**src/rtl/ucontrol_sequencer_if.sv**
```systemverilog
// ucontrol_sequencer_if: bus between the microcode sequencer and its control store / datapath.
//   master: sequencer side (drives CS address, datapath controls, memory strobes, halt, PSR)
//   slave : environment side (drives start, microword, ALU flags, IR fields, memory ready)
interface ucontrol_sequencer_if #(
  parameter int CS_ADDRWIDTH = 11,
  parameter int MIR_WIDTH = 41
);
  logic                    uControl_Start_InHigh;
  logic [MIR_WIDTH-1:0]    uControl_CS_Word_In;
  logic                    uControl_Overflow_InLow;
  logic                    uControl_Carry_InLow;
  logic                    uControl_Negative_InLow;
  logic                    uControl_Zero_InLow;
  logic                    uControl_ALU_Flags_Write_PCR;
  logic [7:0]              uControl_Reg_IR_OP;
  logic                    uControl_Reg_IR_IR13;
  logic                    uControl_DataMemory_Ready_In;
  logic [CS_ADDRWIDTH-1:0] uControl_CS_Address_Out;
  logic [5:0]              uControl_MUX_A_MIR;
  logic [5:0]              uControl_MUX_B_MIR;
  logic [5:0]              uControl_MUX_C_MIR;
  logic                    uControl_MUX_A_MIR_Selector;
  logic                    uControl_MUX_B_MIR_Selector;
  logic                    uControl_MUX_C_MIR_Selector;
  logic [3:0]              uControl_ALU_Selection_Out;
  logic                    uControl_DataMemory_Read_Out;
  logic                    uControl_DataMemory_Write_Out;
  logic                    uControl_DataMemory_Selector_Out;
  logic                    uControl_Halt_OutHigh;
  logic [3:0]              uControl_PSR_Out;
  modport master (
    input  uControl_Start_InHigh, uControl_CS_Word_In, uControl_Overflow_InLow, uControl_Carry_InLow,
           uControl_Negative_InLow, uControl_Zero_InLow, uControl_ALU_Flags_Write_PCR, uControl_Reg_IR_OP,
           uControl_Reg_IR_IR13, uControl_DataMemory_Ready_In,
    output uControl_CS_Address_Out, uControl_MUX_A_MIR, uControl_MUX_B_MIR, uControl_MUX_C_MIR,
           uControl_MUX_A_MIR_Selector, uControl_MUX_B_MIR_Selector, uControl_MUX_C_MIR_Selector,
           uControl_ALU_Selection_Out, uControl_DataMemory_Read_Out, uControl_DataMemory_Write_Out,
           uControl_DataMemory_Selector_Out, uControl_Halt_OutHigh, uControl_PSR_Out
  );
  modport slave (
    output uControl_Start_InHigh, uControl_CS_Word_In, uControl_Overflow_InLow, uControl_Carry_InLow,
           uControl_Negative_InLow, uControl_Zero_InLow, uControl_ALU_Flags_Write_PCR, uControl_Reg_IR_OP,
           uControl_Reg_IR_IR13, uControl_DataMemory_Ready_In,
    input  uControl_CS_Address_Out, uControl_MUX_A_MIR, uControl_MUX_B_MIR, uControl_MUX_C_MIR,
           uControl_MUX_A_MIR_Selector, uControl_MUX_B_MIR_Selector, uControl_MUX_C_MIR_Selector,
           uControl_ALU_Selection_Out, uControl_DataMemory_Read_Out, uControl_DataMemory_Write_Out,
           uControl_DataMemory_Selector_Out, uControl_Halt_OutHigh, uControl_PSR_Out
  );
endinterface

```
**src/rtl/ucontrol_sequencer.sv**
```systemverilog
// ucontrol_sequencer: microcode sequencer (CSAR/MIR/PSR) with memory wait and halt handling.
//   uControl_CLOCK_50    : clock, rising edge
//   uControl_RESET_InLow : asynchronous active-low reset
//   bus (master)         : control-store address/word, datapath controls, memory handshake, flags, halt, PSR
module ucontrol_sequencer #(
  parameter int CS_ADDRWIDTH = 11,
  parameter int MIR_WIDTH = 41
) (
  input logic uControl_CLOCK_50,
  input logic uControl_RESET_InLow,
  ucontrol_sequencer_if.master bus
);
  localparam int J = CS_ADDRWIDTH;
  typedef enum logic [2:0] {IDLE, FETCH, EXEC, MEMWAIT, HALT} state_t;
  state_t state, stateNext;
  logic [J-1:0] csar, csarNext, jaddr, nextAddr;
  logic [MIR_WIDTH-1:0] mir, mirNext;
  logic [3:0] psr, psrNext;
  logic [2:0] cond;
  logic active, memAcc, waiting, taken, isHalt;
  assign jaddr = mir[J-1:0];
  assign cond = mir[J+2:J];
  assign memAcc = mir[J+8] | mir[J+7];
  assign active = state == EXEC || state == MEMWAIT;
  // Waiting covers the EXEC cycle with Ready low as well as MEMWAIT, so no register write leaks early.
  assign waiting = active && memAcc && !bus.uControl_DataMemory_Ready_In;
  assign isHalt = cond == 3'b110 && jaddr == csar;
  // Branch tests use the PSR held before this microword's own flag update; PSR is {N,Z,V,C}.
  always_comb begin
    taken = 1'b0;
    case (cond)
      3'b001: taken = psr[3];
      3'b010: taken = psr[2];
      3'b011: taken = psr[1];
      3'b100: taken = psr[0];
      3'b101: taken = bus.uControl_Reg_IR_IR13;
      3'b110: taken = 1'b1;
      default: taken = 1'b0;
    endcase
  end
  assign nextAddr = cond == 3'b111 ? J'({1'b1, bus.uControl_Reg_IR_OP, 2'b00}) : taken ? jaddr : csar + J'(1);
  always_comb begin
    stateNext = state;
    csarNext = csar;
    mirNext = mir;
    psrNext = psr;
    case (state)
      IDLE, HALT: if (bus.uControl_Start_InHigh) begin
        stateNext = FETCH;
        csarNext = '0;
        psrNext = '0;
      end
      FETCH: begin
        stateNext = EXEC;
        mirNext = bus.uControl_CS_Word_In;
      end
      EXEC, MEMWAIT: if (waiting) stateNext = MEMWAIT;
      else begin
        stateNext = isHalt ? HALT : FETCH;
        csarNext = nextAddr;
        psrNext = bus.uControl_ALU_Flags_Write_PCR ? ~{bus.uControl_Negative_InLow, bus.uControl_Zero_InLow,
                  bus.uControl_Overflow_InLow, bus.uControl_Carry_InLow} : psr;
      end
      default: stateNext = IDLE;
    endcase
  end
  always_ff @(posedge uControl_CLOCK_50 or negedge uControl_RESET_InLow)
    if (!uControl_RESET_InLow) begin
      state <= IDLE;
      csar <= '0;
      mir <= '0;
      psr <= '0;
    end else begin
      state <= stateNext;
      csar <= csarNext;
      mir <= mirNext;
      psr <= psrNext;
    end
  assign bus.uControl_CS_Address_Out = csar;
  assign bus.uControl_MUX_A_MIR = active ? mir[J+29:J+24] : '0;
  assign bus.uControl_MUX_A_MIR_Selector = active & mir[J+23];
  assign bus.uControl_MUX_B_MIR = active ? mir[J+22:J+17] : '0;
  assign bus.uControl_MUX_B_MIR_Selector = active & mir[J+16];
  assign bus.uControl_MUX_C_MIR = active && !waiting ? mir[J+15:J+10] : '0;
  assign bus.uControl_MUX_C_MIR_Selector = active & !waiting & mir[J+9];
  assign bus.uControl_DataMemory_Read_Out = active & mir[J+8];
  assign bus.uControl_DataMemory_Write_Out = active & mir[J+7];
  assign bus.uControl_DataMemory_Selector_Out = active & mir[J+8];
  assign bus.uControl_ALU_Selection_Out = active ? mir[J+6:J+3] : '0;
  assign bus.uControl_Halt_OutHigh = state == HALT;
  assign bus.uControl_PSR_Out = psr;
endmodule

```
**src/flat_wrapper.sv**
```systemverilog
// flat-port wrapper written by rule: the top's interface ports become plain ports
module ucontrol_sequencer_flat 
#(
  parameter int CS_ADDRWIDTH = 11,
  parameter int MIR_WIDTH = 41
)
  (uControl_CLOCK_50, uControl_RESET_InLow, bus_uControl_Start_InHigh, bus_uControl_CS_Word_In, bus_uControl_Overflow_InLow, bus_uControl_Carry_InLow, bus_uControl_Negative_InLow, bus_uControl_Zero_InLow, bus_uControl_ALU_Flags_Write_PCR, bus_uControl_Reg_IR_OP, bus_uControl_Reg_IR_IR13, bus_uControl_DataMemory_Ready_In, bus_uControl_CS_Address_Out, bus_uControl_MUX_A_MIR, bus_uControl_MUX_B_MIR, bus_uControl_MUX_C_MIR, bus_uControl_MUX_A_MIR_Selector, bus_uControl_MUX_B_MIR_Selector, bus_uControl_MUX_C_MIR_Selector, bus_uControl_ALU_Selection_Out, bus_uControl_DataMemory_Read_Out, bus_uControl_DataMemory_Write_Out, bus_uControl_DataMemory_Selector_Out, bus_uControl_Halt_OutHigh, bus_uControl_PSR_Out);
  ucontrol_sequencer_if #(.CS_ADDRWIDTH(CS_ADDRWIDTH), .MIR_WIDTH(MIR_WIDTH)) bus_i ();
  input logic uControl_CLOCK_50;
  input logic uControl_RESET_InLow;
  input wire logic [$bits(bus_i.uControl_Start_InHigh)-1:0] bus_uControl_Start_InHigh;
  input wire logic [$bits(bus_i.uControl_CS_Word_In)-1:0] bus_uControl_CS_Word_In;
  input wire logic [$bits(bus_i.uControl_Overflow_InLow)-1:0] bus_uControl_Overflow_InLow;
  input wire logic [$bits(bus_i.uControl_Carry_InLow)-1:0] bus_uControl_Carry_InLow;
  input wire logic [$bits(bus_i.uControl_Negative_InLow)-1:0] bus_uControl_Negative_InLow;
  input wire logic [$bits(bus_i.uControl_Zero_InLow)-1:0] bus_uControl_Zero_InLow;
  input wire logic [$bits(bus_i.uControl_ALU_Flags_Write_PCR)-1:0] bus_uControl_ALU_Flags_Write_PCR;
  input wire logic [$bits(bus_i.uControl_Reg_IR_OP)-1:0] bus_uControl_Reg_IR_OP;
  input wire logic [$bits(bus_i.uControl_Reg_IR_IR13)-1:0] bus_uControl_Reg_IR_IR13;
  input wire logic [$bits(bus_i.uControl_DataMemory_Ready_In)-1:0] bus_uControl_DataMemory_Ready_In;
  output wire logic [$bits(bus_i.uControl_CS_Address_Out)-1:0] bus_uControl_CS_Address_Out;
  output wire logic [$bits(bus_i.uControl_MUX_A_MIR)-1:0] bus_uControl_MUX_A_MIR;
  output wire logic [$bits(bus_i.uControl_MUX_B_MIR)-1:0] bus_uControl_MUX_B_MIR;
  output wire logic [$bits(bus_i.uControl_MUX_C_MIR)-1:0] bus_uControl_MUX_C_MIR;
  output wire logic [$bits(bus_i.uControl_MUX_A_MIR_Selector)-1:0] bus_uControl_MUX_A_MIR_Selector;
  output wire logic [$bits(bus_i.uControl_MUX_B_MIR_Selector)-1:0] bus_uControl_MUX_B_MIR_Selector;
  output wire logic [$bits(bus_i.uControl_MUX_C_MIR_Selector)-1:0] bus_uControl_MUX_C_MIR_Selector;
  output wire logic [$bits(bus_i.uControl_ALU_Selection_Out)-1:0] bus_uControl_ALU_Selection_Out;
  output wire logic [$bits(bus_i.uControl_DataMemory_Read_Out)-1:0] bus_uControl_DataMemory_Read_Out;
  output wire logic [$bits(bus_i.uControl_DataMemory_Write_Out)-1:0] bus_uControl_DataMemory_Write_Out;
  output wire logic [$bits(bus_i.uControl_DataMemory_Selector_Out)-1:0] bus_uControl_DataMemory_Selector_Out;
  output wire logic [$bits(bus_i.uControl_Halt_OutHigh)-1:0] bus_uControl_Halt_OutHigh;
  output wire logic [$bits(bus_i.uControl_PSR_Out)-1:0] bus_uControl_PSR_Out;
  assign bus_i.uControl_Start_InHigh = bus_uControl_Start_InHigh;
  assign bus_i.uControl_CS_Word_In = bus_uControl_CS_Word_In;
  assign bus_i.uControl_Overflow_InLow = bus_uControl_Overflow_InLow;
  assign bus_i.uControl_Carry_InLow = bus_uControl_Carry_InLow;
  assign bus_i.uControl_Negative_InLow = bus_uControl_Negative_InLow;
  assign bus_i.uControl_Zero_InLow = bus_uControl_Zero_InLow;
  assign bus_i.uControl_ALU_Flags_Write_PCR = bus_uControl_ALU_Flags_Write_PCR;
  assign bus_i.uControl_Reg_IR_OP = bus_uControl_Reg_IR_OP;
  assign bus_i.uControl_Reg_IR_IR13 = bus_uControl_Reg_IR_IR13;
  assign bus_i.uControl_DataMemory_Ready_In = bus_uControl_DataMemory_Ready_In;
  assign bus_uControl_CS_Address_Out = bus_i.uControl_CS_Address_Out;
  assign bus_uControl_MUX_A_MIR = bus_i.uControl_MUX_A_MIR;
  assign bus_uControl_MUX_B_MIR = bus_i.uControl_MUX_B_MIR;
  assign bus_uControl_MUX_C_MIR = bus_i.uControl_MUX_C_MIR;
  assign bus_uControl_MUX_A_MIR_Selector = bus_i.uControl_MUX_A_MIR_Selector;
  assign bus_uControl_MUX_B_MIR_Selector = bus_i.uControl_MUX_B_MIR_Selector;
  assign bus_uControl_MUX_C_MIR_Selector = bus_i.uControl_MUX_C_MIR_Selector;
  assign bus_uControl_ALU_Selection_Out = bus_i.uControl_ALU_Selection_Out;
  assign bus_uControl_DataMemory_Read_Out = bus_i.uControl_DataMemory_Read_Out;
  assign bus_uControl_DataMemory_Write_Out = bus_i.uControl_DataMemory_Write_Out;
  assign bus_uControl_DataMemory_Selector_Out = bus_i.uControl_DataMemory_Selector_Out;
  assign bus_uControl_Halt_OutHigh = bus_i.uControl_Halt_OutHigh;
  assign bus_uControl_PSR_Out = bus_i.uControl_PSR_Out;
  ucontrol_sequencer #(.CS_ADDRWIDTH(CS_ADDRWIDTH), .MIR_WIDTH(MIR_WIDTH)) u_core (.uControl_CLOCK_50(uControl_CLOCK_50), .uControl_RESET_InLow(uControl_RESET_InLow), .bus(bus_i));
endmodule
```
**config.mk**
```make
export PLATFORM = sky130hd
export DESIGN_NAME = ucontrol_sequencer_flat
export DESIGN_NICKNAME = d
export VERILOG_FILES = /design/src/rtl/ucontrol_sequencer_if.sv /design/src/rtl/ucontrol_sequencer.sv /design/src/flat_wrapper.sv
export SDC_FILE = /design/constraint.sdc
export NUM_CORES = 1
export LEC_CHECK = 0
export CAP_MARGIN = 20
export CORE_MARGIN = 10
export CORE_UTILIZATION = 49
export DETAILED_ROUTE_END_ITERATION = 12
export PLACE_DENSITY = 0.93
export SLEW_MARGIN = 10
export SYNTH_ARGS = -nofsm -noshare
export SYNTH_HDL_FRONTEND = slang
export SYNTH_SLANG_ARGS = --single-unit
```
**constraint.sdc**
```tcl
create_clock -name uControl_CLOCK_50 -period 2.7 [get_ports uControl_CLOCK_50]
set_input_delay 0.54 -clock uControl_CLOCK_50 [delete_from_list [all_inputs] [get_ports uControl_CLOCK_50]]
set_output_delay 0.54 -clock uControl_CLOCK_50 [all_outputs]
set_load 0.05 [all_outputs]
```
==> metrics.log, run 1 <==
[metrics] setup repair bufs after CTS: 0
[metrics] slew at the pin closest to its max-slew limit: just under 0.7 ns
[metrics] routability congestion estimate from global placement: 0.941
[metrics] Post-Route Hold Slack: between 0.2 and 0.25 ns
[metrics] type of the worst setup path: reg -> out
[metrics] sum of buffers and inverters on the critical path: 2
[metrics] largest net degree at the start of global routing: 37
[metrics] remaining number of nets flagged by the antenna check after routing: 0
[metrics] setup violators final: 0
[metrics] commonest non-fill, non-tap cells in the layout: sky130_fd_sc_hd__clkdlybuf4s50_1, sky130_fd_sc_hd__dfrtp_1, sky130_fd_sc_hd__mux2_2
[metrics] Max Cap Violations: 0
[metrics] synthesized net count: about 340
[metrics] TritonCTS clock tree: yes
[metrics] CTS Root Buffer Type: sky130_fd_sc_hd__clkbuf_8
[metrics] count of distinct cell types in the synthesized netlist: 55
[metrics] portion of the post-synthesis area used by sequential elements: between 40 and 50%
[metrics] Pleak: between 1.5 and 2 nW
[metrics] nature of the critical path endpoint: primary output
[metrics] Overall Global Routing Usage: roughly a fifth
[metrics] number of antenna violations at the first check in global routing: 0
[metrics] critical path cell sequence: nor2b_1 > buf_4 > and2_1 > buf_12
[metrics] via/cell ratio: 5.84
[metrics] detailed-routing iteration count for the pre-antenna-repair pass: 4
[metrics] clock sink count: 59
[metrics] average detailed-routed wire length per instance: between 20 and 25 um
[metrics] internal reg-to-reg setup slack: 0.78 ns
[metrics] run status: finished, final reports clean
[metrics] count of buffers from port buffering: ~100
[metrics] net total in the final layout: roughly 440
[metrics] Largest stage delay, worst path: roughly 0.46 ns
[metrics] Slew Viols, Final: 0
[metrics] switching power share of the total: 46.8%
[metrics] number of top-level pins: about 100
[metrics] data required time of the worst path: about 2.2 ns
[metrics] starting density of the core: approximately 50%
[metrics] clock network latency to the later pin of the worst-skew pair: ~0.34 ns
[metrics] Detail Placement HPWL: ~7300 um
[metrics] row cnt: 28
[metrics] mean area per synthesized cell: between 10 and 15 um2
[metrics] CP startpoint: u_core.state[1]
[metrics] Final Routed Wirelength: slightly above 10,000 um
[metrics] worst setup path endpoint: bus_uControl_DataMemory_Selector_Out
[metrics] worst min-delay path category: in -> async
[metrics] Post-Syn Instances: roughly 280
[metrics] path length in cells of the critical path: 4
[metrics] capture point of the worst reg-to-reg path: u_core.bus.uControl_PSR_Out[3]
[metrics] max_slew headroom: a little over half
[metrics] deepest clock path buffer count: 2
[metrics] Yosys warnings: 0
[metrics] areal power density over the cells: between 1000 and 1500 nW/um2
[metrics] depth of the worst register-to-register path: 7
[metrics] area of the mapped netlist: about 3100 um2
[metrics] Die Area: between 9000 and 10,000 um2
[metrics] internal power of the cells: between 3 and 4 mW
[metrics] fraction of layout cells with a size suffix above 1: 26.8%
[metrics] largest voltage drop on the vdd net: approximately 1000 uV
[metrics] NetSw: roughly 3.0 mW
[metrics] Final Critical Period: 2.30 ns
[metrics] total gr overflow: 0
[metrics] Worst path top cell family by delay: simple AND/OR/NAND/NOR gates
[metrics] clock slew seen by the registers of the worst setup and hold paths: ~0.070 ns
[metrics] share of total power in combinational logic: 61.4%
[metrics] number of enable flip-flop cells after synthesis: 0
[metrics] vertical die dimension: ~99 um
[metrics] via total after detailed routing: 2,680
[metrics] crit path DAT: approximately 1.8 ns
[metrics] chip width: around 99 um
[metrics] part of the cycle the worst path needs: 85.3%
[metrics] worst clock skew: slightly above 0.007 ns
[metrics] standard cell with the maximum stage delay on the critical path: sky130_fd_sc_hd__dfrtp_1
[metrics] layout-stage area growth over the synthesis result: 50.5%
[metrics] Inserted Clock Buffers: 9
[metrics] maximum clock rate: roughly 0.43 GHz
[metrics] final hold viol count: 0
[metrics] via count of the first global-routing pass: just over 3,000
[metrics] RR Startpoint: u_core.state[1]
[metrics] prevailing post-synth register cell: sky130_fd_sc_hd__dfrtp_1
[metrics] proportion of register bits with asynchronous set or reset after synthesis: 100%
[metrics] number of inserted diodes: 0
[metrics] DRC marker count from the first detailed-route iteration: 216
[metrics] largest fanout on the critical path: 30
[metrics] Seq pwr share: between 20% and 30%
[metrics] Fillers: 321
[metrics] first-pass GRT wire length: ~17,000 um
[metrics] most common cell after layout, fill and taps aside: sky130_fd_sc_hd__clkdlybuf4s50_1
[metrics] CP Launch Type: flop
[metrics] unrepaired setup endpoints after global routing: no
[metrics] clock share of power: a little over a tenth
[metrics] DRC viols: 0
[metrics] final sum of negative setup slack: 0 ns
[metrics] synthesis-stage register bit count: 59
[metrics] Clock H-tree levels: 3
[metrics] core region area: between 5000 and 6000 um2
==> logic make-up (layout without fill, tap and decap cells) <==
kind of cell	Yosys count	in the layout	synth area share (%)
flip-flops	59	59	48.3
AND/OR/NAND/NOR	89	89	17.0
XOR/XNOR	13	13	3.72
adder cells (fa/ha/maj)	1	1	0.409
buffers and inverters	19	128	3.15
multiplexers	41	41	15.0
AO/OA/AOI/OAI	53	53	12.4
==> layer usage <==
layer  track usage (%)  vias to the layer above  share of wire (%)
li1                  -                     1200                  -
met2              35.5                      138                 50
met1              22.2                     1319                 36
met4              8.27                        0                2.4
met3              9.92                       23                 12
met5                 0                        -                  0
==> area by class of cell <==
| type | count | area (um2) | share of cell area [%] |
|---|---|---|---|
| Clock buffer | 11 | 131 | 2.85 |
| Clock inverter | 5 | 30.0 | 0.652 |
| Inverter | 5 | 18.8 | 0.408 |
| Multi-Input combinational cell | 197 | 1490 | 32.4 |
| Sequential cell | 59 | 1480 | 32.1 |
| Tap cell | 75 | 93.8 | 2.04 |
| Timing Repair Buffer | 107 | 1360 | 29.6 |
==> flip-flops by register name (all words and copies together), names as in the netlist <==
register / count
u_core.mir: 41
u_core.state: 3
u_core.bus.uControl_CS_Address_Out: 11
u_core.bus.uControl_PSR_Out: 4
==> cell usage after synthesis, types with 2 or more instances <==
cell type                   count  area [um2]
sky130_fd_sc_hd__a211oi_1       3        22.5
sky130_fd_sc_hd__a21oi_1        8        40.0
sky130_fd_sc_hd__a221o_1        2        20.0
sky130_fd_sc_hd__and2_1        21         131
sky130_fd_sc_hd__and3_1        11        68.8
sky130_fd_sc_hd__buf_2          8        40.0
sky130_fd_sc_hd__clkbuf_1       3        11.3
sky130_fd_sc_hd__dfrtp_1       59        1480
sky130_fd_sc_hd__inv_1          5        18.8
sky130_fd_sc_hd__mux2_2        39         439
sky130_fd_sc_hd__mux2i_1        2        20.0
sky130_fd_sc_hd__nand2_1       19        71.3
sky130_fd_sc_hd__nand2b_1       2        12.5
sky130_fd_sc_hd__nand3_1        6        30.0
sky130_fd_sc_hd__nor2_1         6        22.5
sky130_fd_sc_hd__nor2_2         2        12.5
sky130_fd_sc_hd__nor3_1         5        25.0
sky130_fd_sc_hd__nor4_1         2        12.5
sky130_fd_sc_hd__o211ai_1       2        15.0
sky130_fd_sc_hd__o21ai_0       16        80.1
sky130_fd_sc_hd__o221ai_1       3        26.3
sky130_fd_sc_hd__o22ai_1        2        12.5
sky130_fd_sc_hd__o2bb2ai_1      4        35.0
sky130_fd_sc_hd__o31ai_1        2        15.0
sky130_fd_sc_hd__or2_2          2        12.5
sky130_fd_sc_hd__xnor2_1        3        26.3
sky130_fd_sc_hd__xor2_1        10        87.6
==> worst register-to-register path, delay by kind of cell (launching register included) <==
kind            cells  cell delay, ns
compound gates      3            0.48
buf+inv             2            0.49
flops               1            0.46
simple gates        2            0.40
==> through the flow <==
step,utilization (%),area (um2),setup slack (ns),std cells,total power [mW]
final,76.8,4600,0.398,459,6.44
after global routing,76.8,4600,0.357,459,6.78
after CTS,76.8,4600,0.0903,459,6.45
after detailed placement,74.1,4440,0.409,443,5.70
after global placement,74.1,4440,0.586,443,5.52
after floorplan,-,3060,0.408,275,4.08
==> power groups by stage <==
stage	clock [mW]	sequential (mW)	combinational, mW
final	0.706	1.78	3.96
after global routing	0.755	1.84	4.19
after CTS	0.707	1.77	3.98
after detailed placement	0	1.76	3.94
after global placement	0	1.71	3.81
after floorplan	0	1.85	2.23
==> repair_timing <==
item                                   in CTS  in global routing
setup endpoints to repair                   0                  1
hold buffers                                0                  0
resized for setup                           0                  1
endpoints found under the hold margin       0                  0
==> worst min path at each step <==
stage | slack (ns) | cells after the start | to | startpoint
after global placement | 0.48 | 1 | u_core.mir[35] | u_core.mir[35]
final | 0.23 | 1 | u_core.mir[15] | uControl_RESET_InLow
after detailed placement | 0.49 | 1 | u_core.mir[39] | u_core.mir[39]
after CTS | 0.25 | 1 | u_core.mir[37] | uControl_RESET_InLow
after global routing | 0.27 | 1 | u_core.mir[16] | uControl_RESET_InLow
after floorplan | 0.24 | 0 | u_core.bus.uControl_CS_Address_Out[0] | uControl_RESET_InLow
(Power assumes the default switching activity.)
==> inputs of run 2 (changes only) <==
--- a/config.mk
+++ b/config.mk
@@ -9,6 +9,7 @@
 export CORE_MARGIN = 10
 export CORE_UTILIZATION = 49
 export DETAILED_ROUTE_END_ITERATION = 12
+export GPL_ROUTABILITY_DRIVEN = 1
 export PLACE_DENSITY = 0.93
 export SLEW_MARGIN = 10
 export SYNTH_ARGS = -nofsm -noshare
==> results of run 2 <==
No change in the layout: final DEF, timing and power equal those of run 1.
==> inputs of run 3 (changes only) <==
--- a/config.mk
+++ b/config.mk
@@ -11,7 +11,6 @@
 export DETAILED_ROUTE_END_ITERATION = 12
 export GPL_ROUTABILITY_DRIVEN = 1
 export PLACE_DENSITY = 0.93
-export SLEW_MARGIN = 10
 export SYNTH_ARGS = -nofsm -noshare
 export SYNTH_HDL_FRONTEND = slang
 export SYNTH_SLANG_ARGS = --single-unit
==> results of run 3 <==
No change in the layout: final DEF, timing and power equal those of run 1.
